## src/rtl/store_commit_buffer_if.sv

```systemverilog
// Retire-lane, cache write-port and completion signals of the store commit buffer.
// The master side is the environment; the slave side is the buffer itself.
interface store_commit_buffer_if #(
  parameter int N_WAY = 2,
  parameter int XLEN  = 32,
  parameter int POS_W = 4
);
  localparam int FS_W = $clog2(N_WAY) + 1;

  logic [N_WAY-1:0]       in_valid;
  logic [N_WAY*XLEN-1:0]  in_addr;
  logic [N_WAY*XLEN-1:0]  in_data;
  logic [N_WAY*2-1:0]     in_size;
  logic [N_WAY*POS_W-1:0] in_pos;
  logic [FS_W-1:0]        free_slots;
  logic                   mem_req_valid;
  logic [XLEN-1:0]        mem_req_addr;
  logic [XLEN-1:0]        mem_req_data;
  logic [3:0]             mem_req_be;
  logic                   mem_req_ready;
  logic                   mem_ack;
  logic                   done_valid;
  logic [POS_W-1:0]       done_pos;
  logic                   overflow_err;

  modport master (
    output in_valid, in_addr, in_data, in_size, in_pos, mem_req_ready, mem_ack,
    input  free_slots, mem_req_valid, mem_req_addr, mem_req_data, mem_req_be,
           done_valid, done_pos, overflow_err
  );

  modport slave (
    input  in_valid, in_addr, in_data, in_size, in_pos, mem_req_ready, mem_ack,
    output free_slots, mem_req_valid, mem_req_addr, mem_req_data, mem_req_be,
           done_valid, done_pos, overflow_err
  );
endinterface

```

## src/rtl/store_commit_buffer.sv

```systemverilog
// In-order buffer between the store queue and the D-cache write port: formats retired
// stores at enqueue, issues one write at a time and reports each completion by SQ slot.
module store_commit_buffer #(
  parameter int N_WAY = 2,
  parameter int DEPTH = 4,
  parameter int XLEN  = 32,
  parameter int POS_W = 4
) (
  input logic                i_clk,
  input logic                i_rst,
  store_commit_buffer_if.slave bus
);
  localparam int PTR_W = $clog2(DEPTH);
  localparam int CNT_W = PTR_W + 1;
  localparam int FS_W  = $clog2(N_WAY) + 1;

  typedef enum logic [1:0] {S_IDLE, S_REQ, S_WAIT} state_t;

  typedef struct packed {
    logic [XLEN-1:0]  addr;
    logic [XLEN-1:0]  data;
    logic [3:0]       be;
    logic [POS_W-1:0] pos;
  } entry_t;

  function automatic entry_t fmt_store(input logic [1:0] size, input logic [XLEN-1:0] addr,
                                       input logic [XLEN-1:0] data, input logic [POS_W-1:0] pos);
    entry_t e;
    e.addr = {addr[XLEN-1:2], 2'b00};
    e.pos  = pos;
    case (size)
      2'd0: begin
        e.be   = 4'b0001 << addr[1:0];
        e.data = {(XLEN/8){data[7:0]}};
      end
      2'd1: begin
        e.be   = addr[1] ? 4'b1100 : 4'b0011;
        e.data = {(XLEN/16){data[15:0]}};
      end
      default: begin
        e.be   = 4'b1111;
        e.data = data;
      end
    endcase
    return e;
  endfunction

  entry_t           r_mem [DEPTH];
  logic [PTR_W-1:0] r_head;
  logic [PTR_W-1:0] r_tail;
  logic [CNT_W-1:0] r_count;
  state_t           r_state;
  logic             r_req_valid;
  logic [XLEN-1:0]  r_req_addr;
  logic [XLEN-1:0]  r_req_data;
  logic [3:0]       r_req_be;
  logic [POS_W-1:0] r_req_pos;
  logic             r_done_valid;
  logic [POS_W-1:0] r_done_pos;
  logic             r_ovf;

  entry_t           w_lane [N_WAY];
  entry_t           w_head;
  logic [CNT_W-1:0] w_space;
  logic [FS_W-1:0]  w_free;
  logic [FS_W-1:0]  w_nvalid;
  logic [FS_W-1:0]  w_nacc;
  logic             w_drop;
  logic             w_pop;

  always_comb begin
    for (int i = 0; i < N_WAY; i++) begin
      w_lane[i] = fmt_store(bus.in_size[i*2 +: 2], bus.in_addr[i*XLEN +: XLEN],
                            bus.in_data[i*XLEN +: XLEN], bus.in_pos[i*POS_W +: POS_W]);
    end
  end

  // Free space deliberately ignores a same-cycle pop so it depends on count alone.
  always_comb begin
    w_space = CNT_W'(DEPTH) - r_count;
    w_free  = FS_W'(N_WAY);
    if (w_space < CNT_W'(N_WAY)) w_free = FS_W'(w_space);
    w_nvalid = '0;
    for (int i = 0; i < N_WAY; i++) begin
      if (bus.in_valid[i]) w_nvalid = w_nvalid + 1'b1;
    end
    w_drop = (w_nvalid > w_free);
    w_nacc = w_drop ? w_free : w_nvalid;
    w_pop  = (r_state == S_WAIT) && bus.mem_ack;
  end

  // An empty buffer forwards lane 0 so a new store reaches REQ one cycle after its write.
  assign w_head = (r_count == '0) ? w_lane[0] : r_mem[r_head];

  always_ff @(posedge i_clk) begin
    for (int i = 0; i < N_WAY; i++) begin
      if (FS_W'(i) < w_nacc) r_mem[r_tail + PTR_W'(i)] <= w_lane[i];
    end
  end

  always_ff @(posedge i_clk or posedge i_rst) begin
    if (i_rst) begin
      r_head       <= '0;
      r_tail       <= '0;
      r_count      <= '0;
      r_state      <= S_IDLE;
      r_req_valid  <= 1'b0;
      r_req_addr   <= '0;
      r_req_data   <= '0;
      r_req_be     <= '0;
      r_req_pos    <= '0;
      r_done_valid <= 1'b0;
      r_done_pos   <= '0;
      r_ovf        <= 1'b0;
    end else begin
      r_head       <= r_head + PTR_W'(w_pop);
      r_tail       <= r_tail + PTR_W'(w_nacc);
      r_count      <= r_count + CNT_W'(w_nacc) - CNT_W'(w_pop);
      r_ovf        <= r_ovf | w_drop;
      r_done_valid <= 1'b0;
      r_done_pos   <= '0;
      case (r_state)
        S_IDLE: begin
          if ((r_count != '0) || (w_nacc != '0)) begin
            r_state     <= S_REQ;
            r_req_valid <= 1'b1;
            r_req_addr  <= w_head.addr;
            r_req_data  <= w_head.data;
            r_req_be    <= w_head.be;
            r_req_pos   <= w_head.pos;
          end
        end
        S_REQ: begin
          if (bus.mem_req_ready) begin
            r_state     <= S_WAIT;
            r_req_valid <= 1'b0;
          end
        end
        S_WAIT: begin
          if (bus.mem_ack) begin
            r_state      <= S_IDLE;
            r_done_valid <= 1'b1;
            r_done_pos   <= r_req_pos;
          end
        end
        default: r_state <= S_IDLE;
      endcase
    end
  end

  assign bus.free_slots    = w_free;
  assign bus.mem_req_valid = r_req_valid;
  assign bus.mem_req_addr  = r_req_addr;
  assign bus.mem_req_data  = r_req_data;
  assign bus.mem_req_be    = r_req_be;
  assign bus.done_valid    = r_done_valid;
  assign bus.done_pos      = r_done_pos;
  assign bus.overflow_err  = r_ovf;
endmodule

```

## src/flat_wrapper.sv

```systemverilog
// flat-port wrapper written by rule: the top's interface ports become plain ports
module store_commit_buffer_flat 
#(
  parameter int N_WAY = 2,
  parameter int DEPTH = 4,
  parameter int XLEN  = 32,
  parameter int POS_W = 4
)
  (i_clk, i_rst, bus_in_valid, bus_in_addr, bus_in_data, bus_in_size, bus_in_pos, bus_mem_req_ready, bus_mem_ack, bus_free_slots, bus_mem_req_valid, bus_mem_req_addr, bus_mem_req_data, bus_mem_req_be, bus_done_valid, bus_done_pos, bus_overflow_err);
  store_commit_buffer_if #(.N_WAY(N_WAY), .XLEN(XLEN), .POS_W(POS_W)) bus_i ();
  input logic i_clk;
  input logic i_rst;
  input wire logic [$bits(bus_i.in_valid)-1:0] bus_in_valid;
  input wire logic [$bits(bus_i.in_addr)-1:0] bus_in_addr;
  input wire logic [$bits(bus_i.in_data)-1:0] bus_in_data;
  input wire logic [$bits(bus_i.in_size)-1:0] bus_in_size;
  input wire logic [$bits(bus_i.in_pos)-1:0] bus_in_pos;
  input wire logic [$bits(bus_i.mem_req_ready)-1:0] bus_mem_req_ready;
  input wire logic [$bits(bus_i.mem_ack)-1:0] bus_mem_ack;
  output wire logic [$bits(bus_i.free_slots)-1:0] bus_free_slots;
  output wire logic [$bits(bus_i.mem_req_valid)-1:0] bus_mem_req_valid;
  output wire logic [$bits(bus_i.mem_req_addr)-1:0] bus_mem_req_addr;
  output wire logic [$bits(bus_i.mem_req_data)-1:0] bus_mem_req_data;
  output wire logic [$bits(bus_i.mem_req_be)-1:0] bus_mem_req_be;
  output wire logic [$bits(bus_i.done_valid)-1:0] bus_done_valid;
  output wire logic [$bits(bus_i.done_pos)-1:0] bus_done_pos;
  output wire logic [$bits(bus_i.overflow_err)-1:0] bus_overflow_err;
  assign bus_i.in_valid = bus_in_valid;
  assign bus_i.in_addr = bus_in_addr;
  assign bus_i.in_data = bus_in_data;
  assign bus_i.in_size = bus_in_size;
  assign bus_i.in_pos = bus_in_pos;
  assign bus_i.mem_req_ready = bus_mem_req_ready;
  assign bus_i.mem_ack = bus_mem_ack;
  assign bus_free_slots = bus_i.free_slots;
  assign bus_mem_req_valid = bus_i.mem_req_valid;
  assign bus_mem_req_addr = bus_i.mem_req_addr;
  assign bus_mem_req_data = bus_i.mem_req_data;
  assign bus_mem_req_be = bus_i.mem_req_be;
  assign bus_done_valid = bus_i.done_valid;
  assign bus_done_pos = bus_i.done_pos;
  assign bus_overflow_err = bus_i.overflow_err;
  store_commit_buffer #(.N_WAY(N_WAY), .DEPTH(DEPTH), .XLEN(XLEN), .POS_W(POS_W)) u_core (.i_clk(i_clk), .i_rst(i_rst), .bus(bus_i));
endmodule
```

## config.mk

```make
export PLATFORM = sky130hd
export DESIGN_NAME = store_commit_buffer_flat
export DESIGN_NICKNAME = d
export VERILOG_FILES = /design/src/rtl/store_commit_buffer_if.sv /design/src/rtl/store_commit_buffer.sv /design/src/flat_wrapper.sv
export SDC_FILE = /design/constraint.sdc
export NUM_CORES = 1
export LEC_CHECK = 0
export CAP_MARGIN = 5
export CELL_PAD_IN_SITES_DETAIL_PLACEMENT = 2
export CELL_PAD_IN_SITES_GLOBAL_PLACEMENT = 2
export CORE_MARGIN = 10
export CORE_UTILIZATION = 35
export DETAILED_ROUTE_END_ITERATION = 10
export PLACE_DENSITY = 0.72
export SLEW_MARGIN = 20
export SYNTH_ARGS = -nofsm -noshare
export SYNTH_HDL_FRONTEND = slang
export SYNTH_SLANG_ARGS = --single-unit
```

## constraint.sdc

```tcl
create_clock -name i_clk -period 12.86 [get_ports i_clk]
set_input_delay 1.929 -clock i_clk [delete_from_list [all_inputs] [get_ports i_clk]]
set_output_delay 1.929 -clock i_clk [all_outputs]
set_load 0.01 [all_outputs]
```

Yosys cells after proc, flatten, opt, wreduce, memory -nomap -nowiden
Memory sizes are Yosys's and may differ from the RTL's.
Index checks and enable logic that the tools add are counted.
{ "classes": {"n_lt_le_gt_ge": 4, "shifts": 2, "muxes": 24, "bitwise": 1, "n_addsub": 7, "eq_ne": 7, "n_reduce_logical": 12} }
{ "ops": {"columns": ["op", "n"], "rows": [
  ["$pmux 36 s2", 2],
  ["$mux 72", 1],
  ["$mux 4", 4],
  ["$mux 2", 6],
  ["$mux 1", 9],
  ["$shl 1x2->4 const A", 2],
  ["$eq 2x1->1 const B", 3],
  ["$logic_not 2->1", 3],
  ["$pmux 2 s3", 1],
  ["$reduce_and 3->1", 2],
  ["$lt 1x2->1 const A", 2],
  ["$ne 2x2->1 const B", 2],
  ["$reduce_bool 2->1", 2],
  ["$add 3x2->3", 1],
  ["$logic_not 3->1", 1],
  ["$lt 3x2->1 const B", 1],
  ["$reduce_bool 3->1", 1],
  ["$sub 3x1->3", 1],
  ["$sub 3x3->3 const A", 1],
  ["$add 1x1->2 const B", 1],
  ["$add 2x1->2", 1],
  ["$add 2x1->2 const B", 1],
  ["$add 2x2->2", 1],
  ["$eq 2x2->1 const B", 1],
  ["7 further kinds", 7]
]} }
{ "word_totals": {"mem_count": 1, "out_inout_bits": 77, "word_cells": 70, "ramBits": 280, "register_bits": 88, "in_bits": 146} }
{ "memory_table": {"columns": ["memory", "depth", "word_bits", "rd", "rd_clocked_by_memory_dff", "write_ports", "line", "source"], "rows": [
  ["u_core.r_mem", 4, 70, 1, 0, 2, "store_commit_buffer.sv:48", "entry_t r_mem [DEPTH];"]
]} }

Logic depth before layout (Yosys ltp)
{ "depth": {"word_depth": 9, "mapped_depth": 13, "ltp_nobuf": 11} }

Worst setup path before layout
No wires, ideal clock.
{ "synth_timing": {"kind": "input -> register", "from": "in bus_in_valid[0]", "to": "mem u_core.r_mem[0][0] (netlist name) (enable)", "required_time_ns": 12.258, "arrival_time_ns": 8.248, "n_path_buf": 0, "setup_ns": 0.602, "setup_slack_ns": 4.011, "stages": 8, "cell_sequence": "ha_1 -> inv_1 -> ha_1 -> nor2b_4 -> o21ai_1 -> a21o_2 -> nor2_1 -> o31ai_1"} }
{ "synth_rtl": {"columns": ["element", "line", "source"], "rows": [
  ["start, declared", "flat_wrapper.sv:13", "input wire logic [$bits(bus_i.in_valid)-1:0] bus_in_valid;"],
  ["end, declared", "store_commit_buffer.sv:48", null]
]} }

==> impl_results.md <==
- Clk pin slew, worst setup/hold paths: 0.06 ns
- Grt total ovfl: 0
- Die width: 251 um
- # setup viols final: 0
- Worst VDD drop: 0.128 mV
- Final Hold Viols: 0
- Residual DRC: 0
- Max FO, Critical Path: 51
- GR Util All Layers: 0.200
- Ys flop type: edfxtp_1
- Worst setup EP type: register
- Final Routed Wirelength: 63700 um
- Post-CTS sizing: 0
- Worst Clk Skew: 0.0151 ns
- Initial antenna violation count: 1
- Worst-margin pin slew: 1.12 ns
- Routed vias/inst: 5.27
- Post-CTS setup buffers: 0
- Post-Synth XOR/XNOR Area: 0.00282
- Routed vias: 12900
- Worst reg2reg path depth: 11
- WHS Path Cells: 1
- Adder-Cell Fraction of Synth Area: 0.00778
- Max-cap violations: 0
- Gpl congestion: 0.759
- Synth cell types: 46
- Sequential share of power: 0.370
- Switch share: 0.350
- Reg-to-reg endpoint: u_core.r_mem[1][52]$_DFFE_PP_
- Sequential element share of the synthesized area: 0.566
- Switching pwr: 2000 uW
- CP Cell Sequence: clkdlybuf4s50_1 -> ha_1 -> inv_1 -> ha_1 -> nand2_1 -> o21ai_1 -> a21o_2 -> a21oi_1 -> nor2_4 -> buf_4
- Final ANT Viol Nets: 0
- Mux cell area share after synthesis: 0.234
- H-tree depth reported by CTS: 2
- Hold endpoint: u_core.bus.mem_req_valid$_DFFE_PP0P_
- Crit path largest cell delay: 0.82 ns
- Global-route wire length before repair: 96500 um
- Top Ports: 223
- RR Startpoint: u_core.r_count[0]$_DFF_PP0_
- Mean routed wirelength per cell: 26.1 um
- Cell Pwr Density: 250 mW/mm2
- Largest family of logic cells by synthesized area: multiplexers
- Setup WS pre-CTS: 6.85 ns
- Hold buffers post-CTS: 0
- Outcome: finished clean
- Core Area: 0.0527 mm2
- YS warnings: 0
- Synthesized flop and latch total: 366
- Largest net degree at the start of global routing: 62
- Worst Path Arrival: 5.24 ns
- Pre-antenna DRT Iters: 5
- Mapped Avg Cell Area: 12.2 um2
- Tcrit/Tclk final: 0.393
- Setup_tns: 0 ns
- Layout Nets: 1877
- Fmax: 198 MHz
- Deepest clock path buffer count: 3
- Combinational share of power: 0.419
- Post-DP HPWL: 40300 um
- Syn Std Cell Area: 0.0187 mm2
- CTS buffer count: 44
- Final setup margin: 7.81 ns
- Initial DRC Count: 951
- Worst slew margin: 0.253
- CP dominant cell by count: ha_1
- Mapped Cells: 1528
- Pins Over Slew Limit: 0
- Simple-gate share of the synthesized area: 0.131
- PortBufs: 220
- CTS tree: done
- Worst EP required: 13.04 ns
- Layout cells sized above 1: 0.165
- EDFF count, synth: 280
- Synth Area in Compound Gates: 0.0251
- Buffers & Inverters on Critical Path: 3
- Startpoint types: primary input
- Sink Count: 366
- Clock latency at the later pin of the worst-skew pair: 0.57 ns
- CP max-delay cell: buf_4
- Rows: 84
- Worst Setup Path Type: in -> reg
- Chip Height: 251 um
- Clock root cell: clkbuf_16
- Vias in the first global route: 14700
- R2R Setup Slk: 8.69 ns
- RSZ-0062 raised after global routing: no
- Die area: 0.0630 mm2
- Final antenna diode count: 0
- Worst hold path class: reg -> reg
- CP delay by family, top: buffers and inverters
- Fin crit period: 5.05 ns
- P_leak: 0.00929 uW
- Clock power frac: 0.211
- Hold Crit Start: u_core.bus.mem_req_valid$_DFFE_PP0P_
- Ys async rst share: 0.235
- P_int: 3710 uW
- Starting density of the core: 0.354
- Layout area overhead: 22.2%
flip-flops by register name, summed over array words and instances, names as in the netlist:
register and count:
u_core.r_state 2, u_core.bus.mem_req_data 32, u_core.bus.done_valid 1, u_core.bus.done_pos 4, u_core.r_head 2, u_core.bus.mem_req_valid 1
u_core.bus.overflow_err 1, u_core.bus.mem_req_be 4, u_core.bus.mem_req_addr 30, u_core.r_count 3, u_core.r_mem 280, u_core.r_req_pos 4
u_core.r_tail 2
routing by layer:
metal | vias to the layer above | global-route usage | part of all wire
met4 | 2 | 0.0534 | 0.022
li1 | 5762 | - | -
met5 | - | 0 | 0.00028
met2 | 267 | 0.355 | 0.51
met1 | 6759 | 0.250 | 0.43
met3 | 83 | 0.0265 | 0.038
cell families (layout without fill, tap and decap cells):
| family | Yosys count | count (layout) |
|---|---|---|
| AND/OR/NAND/NOR | 627 | 627 |
| flip-flops | 366 | 366 |
| multiplexers | 311 | 311 |
| buffers and inverters | 120 | 344 |
| AO/OA/AOI/OAI | 86 | 86 |
| adder cells (fa/ha/maj) | 11 | 11 |
| XOR/XNOR | 6 | 6 |
| other | 1 | 2 |
worst max-delay path by stage:
stage | startpoint | end | slack (ns) | cells past startpoint
detailed placement | bus_in_valid[1] | u_core.r_mem[0][21]$_DFFE_PP_ | 6.85 | 10
global route | bus_in_valid[1] | u_core.r_mem[1][52]$_DFFE_PP_ | 7.56 | 10
global placement | bus_in_valid[0] | u_core.r_mem[0][21]$_DFFE_PP_ | 6.92 | 10
finish | bus_in_valid[1] | u_core.r_mem[1][52]$_DFFE_PP_ | 7.81 | 10
CTS | bus_in_valid[1] | u_core.r_mem[0][43]$_DFFE_PP_ | 7.44 | 10
floorplan | bus_in_valid[0] | u_core.r_mem[0][0]$_DFFE_PP_ | 4.01 | 8
worst reg2reg max path, cell delays in order, from the launching register on:
cell     delay [ns]
dfrtp_1        0.38
inv_1          0.09
ha_1           0.15
ha_2           0.27
and2b_2        0.22
ha_1           0.32
nor2b_4        0.14
o21ai_1        0.29
a21o_2         0.25
a21oi_1        0.16
nor2_4         0.66
buf_4          0.83
layout make-up:
class	count	area, um2
clock buffer	66	1260
multi-input combinational	1043	7560
timing repair buffer	243	2380
tap	688	861
sequential	366	10600
clock inverter	13	91.3
inverter	22	86.3
fill	5247	29800
cells in the mapped netlist, drive strengths merged (2+ instances only):
| cell type | number | area share |
|---|---|---|
| clkbuf | 56 | 0.012 |
| o21ai | 16 | 0.0043 |
| a21o | 2 | 0.00087 |
| mux2 | 114 | 0.081 |
| inv | 22 | 0.0044 |
| and2 | 4 | 0.0013 |
| nor2b | 2 | 0.0011 |
| buf | 41 | 0.016 |
| nand2b | 6 | 0.0020 |
| a21oi | 64 | 0.017 |
| nor2 | 63 | 0.013 |
| mux4 | 70 | 0.084 |
| nand2 | 541 | 0.11 |
| xor2 | 3 | 0.0014 |
| nand3b | 2 | 0.00080 |
| ha | 10 | 0.0067 |
| edfxtp | 280 | 0.45 |
| mux2i | 127 | 0.068 |
| dfrtp | 86 | 0.12 |
| or2 | 3 | 0.0010 |
| xnor2 | 3 | 0.0014 |
stage by stage:
step / util / std cells / cell area (um2) / hold WS [ns] / total power [uW]
2_1_floorplan: - / 1529 / 18700 / 0.454 / 3710
3_3_place_gp: 0.407 / 2361 / 21400 / 0.464 / 4470
3_5_place_dp: 0.407 / 2361 / 21400 / 0.471 / 4550
4_1_cts: 0.433 / 2440 / 22800 / 0.486 / 5790
5_1_grt: 0.433 / 2441 / 22800 / 0.500 / 6030
6_report: 0.433 / 2441 / 22800 / 0.480 / 5710
cells in the final DEF (no fill, tap or decap), types with 22 or more instances in the layout:
cell type	instances
nand2_1	541
edfxtp_1	280
clkdlybuf4s50_1	220
mux2i_1	127
dfrtp_1	84
mux4_2	70
a21oi_1	64
mux2_4	62
nor2_1	59
mux2_2	52
clkbuf_16	45
buf_4	22
power by group through the flow:
stage / Combinational (uW) / Sequential (uW) / Clock (uW)
2_1_floorplan: 1590 / 2120 / 0
3_3_place_gp: 2360 / 2100 / 0
3_5_place_dp: 2420 / 2140 / 0
4_1_cts: 2440 / 2120 / 1230
5_1_grt: 2590 / 2170 / 1270
6_report: 2390 / 2110 / 1200
(Power assumes the default switching activity.)
==> RTL change (same settings) <==
Re-encode `state_t` (3 states) as one-hot, 3 bits wide.
--- a/src/rtl/store_commit_buffer.sv
+++ b/src/rtl/store_commit_buffer.sv
@@ -14,7 +14,7 @@
   localparam int CNT_W = PTR_W + 1;
   localparam int FS_W  = $clog2(N_WAY) + 1;
 
-  typedef enum logic [1:0] {S_IDLE, S_REQ, S_WAIT} state_t;
+  typedef enum logic [2:0] {S_IDLE = 3'b001, S_REQ = 3'b010, S_WAIT = 3'b100} state_t;
 
   typedef struct packed {
     logic [XLEN-1:0]  addr;
Check against the original RTL: no difference found for any inputs over 4 cycles, from zero or initial values and one cycle with i_rst high; so few cycles prove little.
==> RTL change against the unedited design <==
Design area shrank 1.4%. Routed wire length shrank 1.2%. Combinational power shrank 8%. Worst hold slack gained 0.0037 ns. Count of clock-buffer cells in the layout shrank 6. Sequential cell count grew 1. Register-to-register slack lost 0.11 ns. Setup slack lost 0.15 ns. Power shrank 4.2%. Area after synthesis shrank 1.7%. Critical path type unchanged. Largest power group unchanged.
==> RTL change: results (changes against the unedited design) <==
\begin{tabular}{lr}
\hline
Metric & Value \\
\hline
\multicolumn{2}{l}{\textbf{Outcome}} \\
\quad Run status & completed \\
\multicolumn{2}{l}{\textbf{Drt}} \\
\quad 1st-iter DRT viols & 721 (-24\%) \\
\quad Uppermost routed layer & met4 \\
\quad Met2 wire length & 32890 um (+0.50\%) \\
\quad Average wire length per cell after detail routing & 25.82 um (-1.0\%) \\
\multicolumn{2}{l}{\textbf{Hold path}} \\
\quad Hold Startpoint & u\_core.r\_req\_pos[0]\$\_DFFE\_PP0P\_ \\
\multicolumn{2}{l}{\textbf{Placement}} \\
\quad Placed insts & 2357 (-0.17\%) \\
\quad Dpl ws & 7.061 ns (+0.2111 ns) \\
\quad Final estimated routing congestion in global placement & 0.7649 (+0.79\%) \\
\multicolumn{2}{l}{\textbf{Critical path}} \\
\quad FF-to-FF End & u\_core.bus.mem\_req\_addr[8]\$\_DFFE\_PP0P\_ \\
\quad Launching instance or port of the critical path & bus\_in\_valid[0] \\
\quad Setup slack of the most critical reg-to-reg path & 8.58 ns (-0.11 ns) \\
\quad Worst-path fanout max & 50 (-2.0\%) \\
\multicolumn{2}{l}{\textbf{Logic synthesis}} \\
\quad Commonest cells post-synth & 541 x sky130\_fd\_sc\_hd\_\_nand2\_1, 280 x sky130\_fd\_sc\_hd\_\_edfxtp\_1, 127 x sky130\_fd\_sc\_hd\_\_mux2i\_1 \\
\quad Syn avg cell area & 11.99 um2 (-1.8\%) \\
\quad Sequential area share after synthesis & 0.5773 (+0.01139) \\
\quad Share of flip-flops with an asynchronous set or reset after synthesis & 0.2371 (+0.002085) \\
\multicolumn{2}{l}{\textbf{GRT}} \\
\quad Fraction of met3 tracks used by global routing & 0.03107 (+0.004528) \\
\quad Number of antenna violations at the first check in global routing & 3 (+2) \\
\quad Via count of the first global-routing pass & 14620 (-0.28\%) \\
\quad Global-route wire length before repair & 95880 um (-0.61\%) \\
\quad Met1 Resource Use GR & 0.2435 (-0.006043) \\
\quad Pin count of the biggest net entering global routing & 80 (+29\%) \\
\multicolumn{2}{l}{\textbf{Timing}} \\
\quad Final critical delay including setup and external delays & 5.197 ns (+0.1458 ns) \\
\quad Setup Skew & 0.01366 ns (-0.001396 ns) \\
\multicolumn{2}{l}{\textbf{Power}} \\
\quad Comb pwr & 2.21 mW (-8\%) \\
\quad Net Switching & 1.950 mW (-2.6\%) \\
\quad Static leakage power & 8.924 nW (-3.9\%) \\
\quad Fraction of power consumed by sequential logic & 0.389 (+0.019) \\
\multicolumn{2}{l}{\textbf{CTS}} \\
\quad Total CTS buffers & 42 (-4.5\%) \\
\multicolumn{2}{l}{\textbf{Layout}} \\
\quad Post-layout net count & 1879 (+0.11\%) \\
\hline
\end{tabular}
RTL change: worst max-delay path, cell delays in order:
cell and delay [ns]:
sky130_fd_sc_hd__clkdlybuf4s50_1 0.41, sky130_fd_sc_hd__ha_1 0.24, sky130_fd_sc_hd__ha_1 0.30, sky130_fd_sc_hd__nor2b_1 0.15, sky130_fd_sc_hd__o21a_1 0.19, sky130_fd_sc_hd__o211a_1 0.38
sky130_fd_sc_hd__a21oi_4 0.72, sky130_fd_sc_hd__buf_4 0.84, sky130_fd_sc_hd__mux2_2 0.42
RTL change: layout make-up:
type	count	area (um2)
antenna	2	5.005
fill	5206	29120
clock buffer	60	1180
timing repair buffer	243	2375
multi-input combinational	1046	7330
inverter	21	82.58
sequential	367	10590
tap	680	850.8
clock inverter	17	80.08
RTL change: kinds of logic (layout without fill, tap and decap cells):
kind of cell | after synthesis | count (layout) | synth area share
muxes | 311 | 311 | 0.2253
adders and majority gates | 12 | 12 | 0.008597
buffers and inverters | 117 | 341 | 0.02798
DFF | 367 | 367 | 0.5773
and+or+nand+nor | 628 | 628 | 0.1326
other | 1 | 4 | 0.0002045
AOI/OAI and AO/OA | 88 | 88 | 0.02566
xor gates and xnor gates | 5 | 5 | 0.002389
RTL change: worst min-delay path by stage:
stage                     cells past startpoint                                    to  slack [ns]
final                                         1      u_core.bus.done_pos[0]$_DFF_PP0_        0.48
after global routing                          1      u_core.bus.done_pos[0]$_DFF_PP0_        0.51
after CTS                                     1  u_core.bus.mem_req_be[3]$_DFFE_PP0P_        0.49
after detailed placement                      1      u_core.bus.done_pos[0]$_DFF_PP0_        0.48
after global placement                        1      u_core.bus.done_pos[1]$_DFF_PP0_        0.47
after floorplan                               1      u_core.bus.done_pos[2]$_DFF_PP0_        0.45
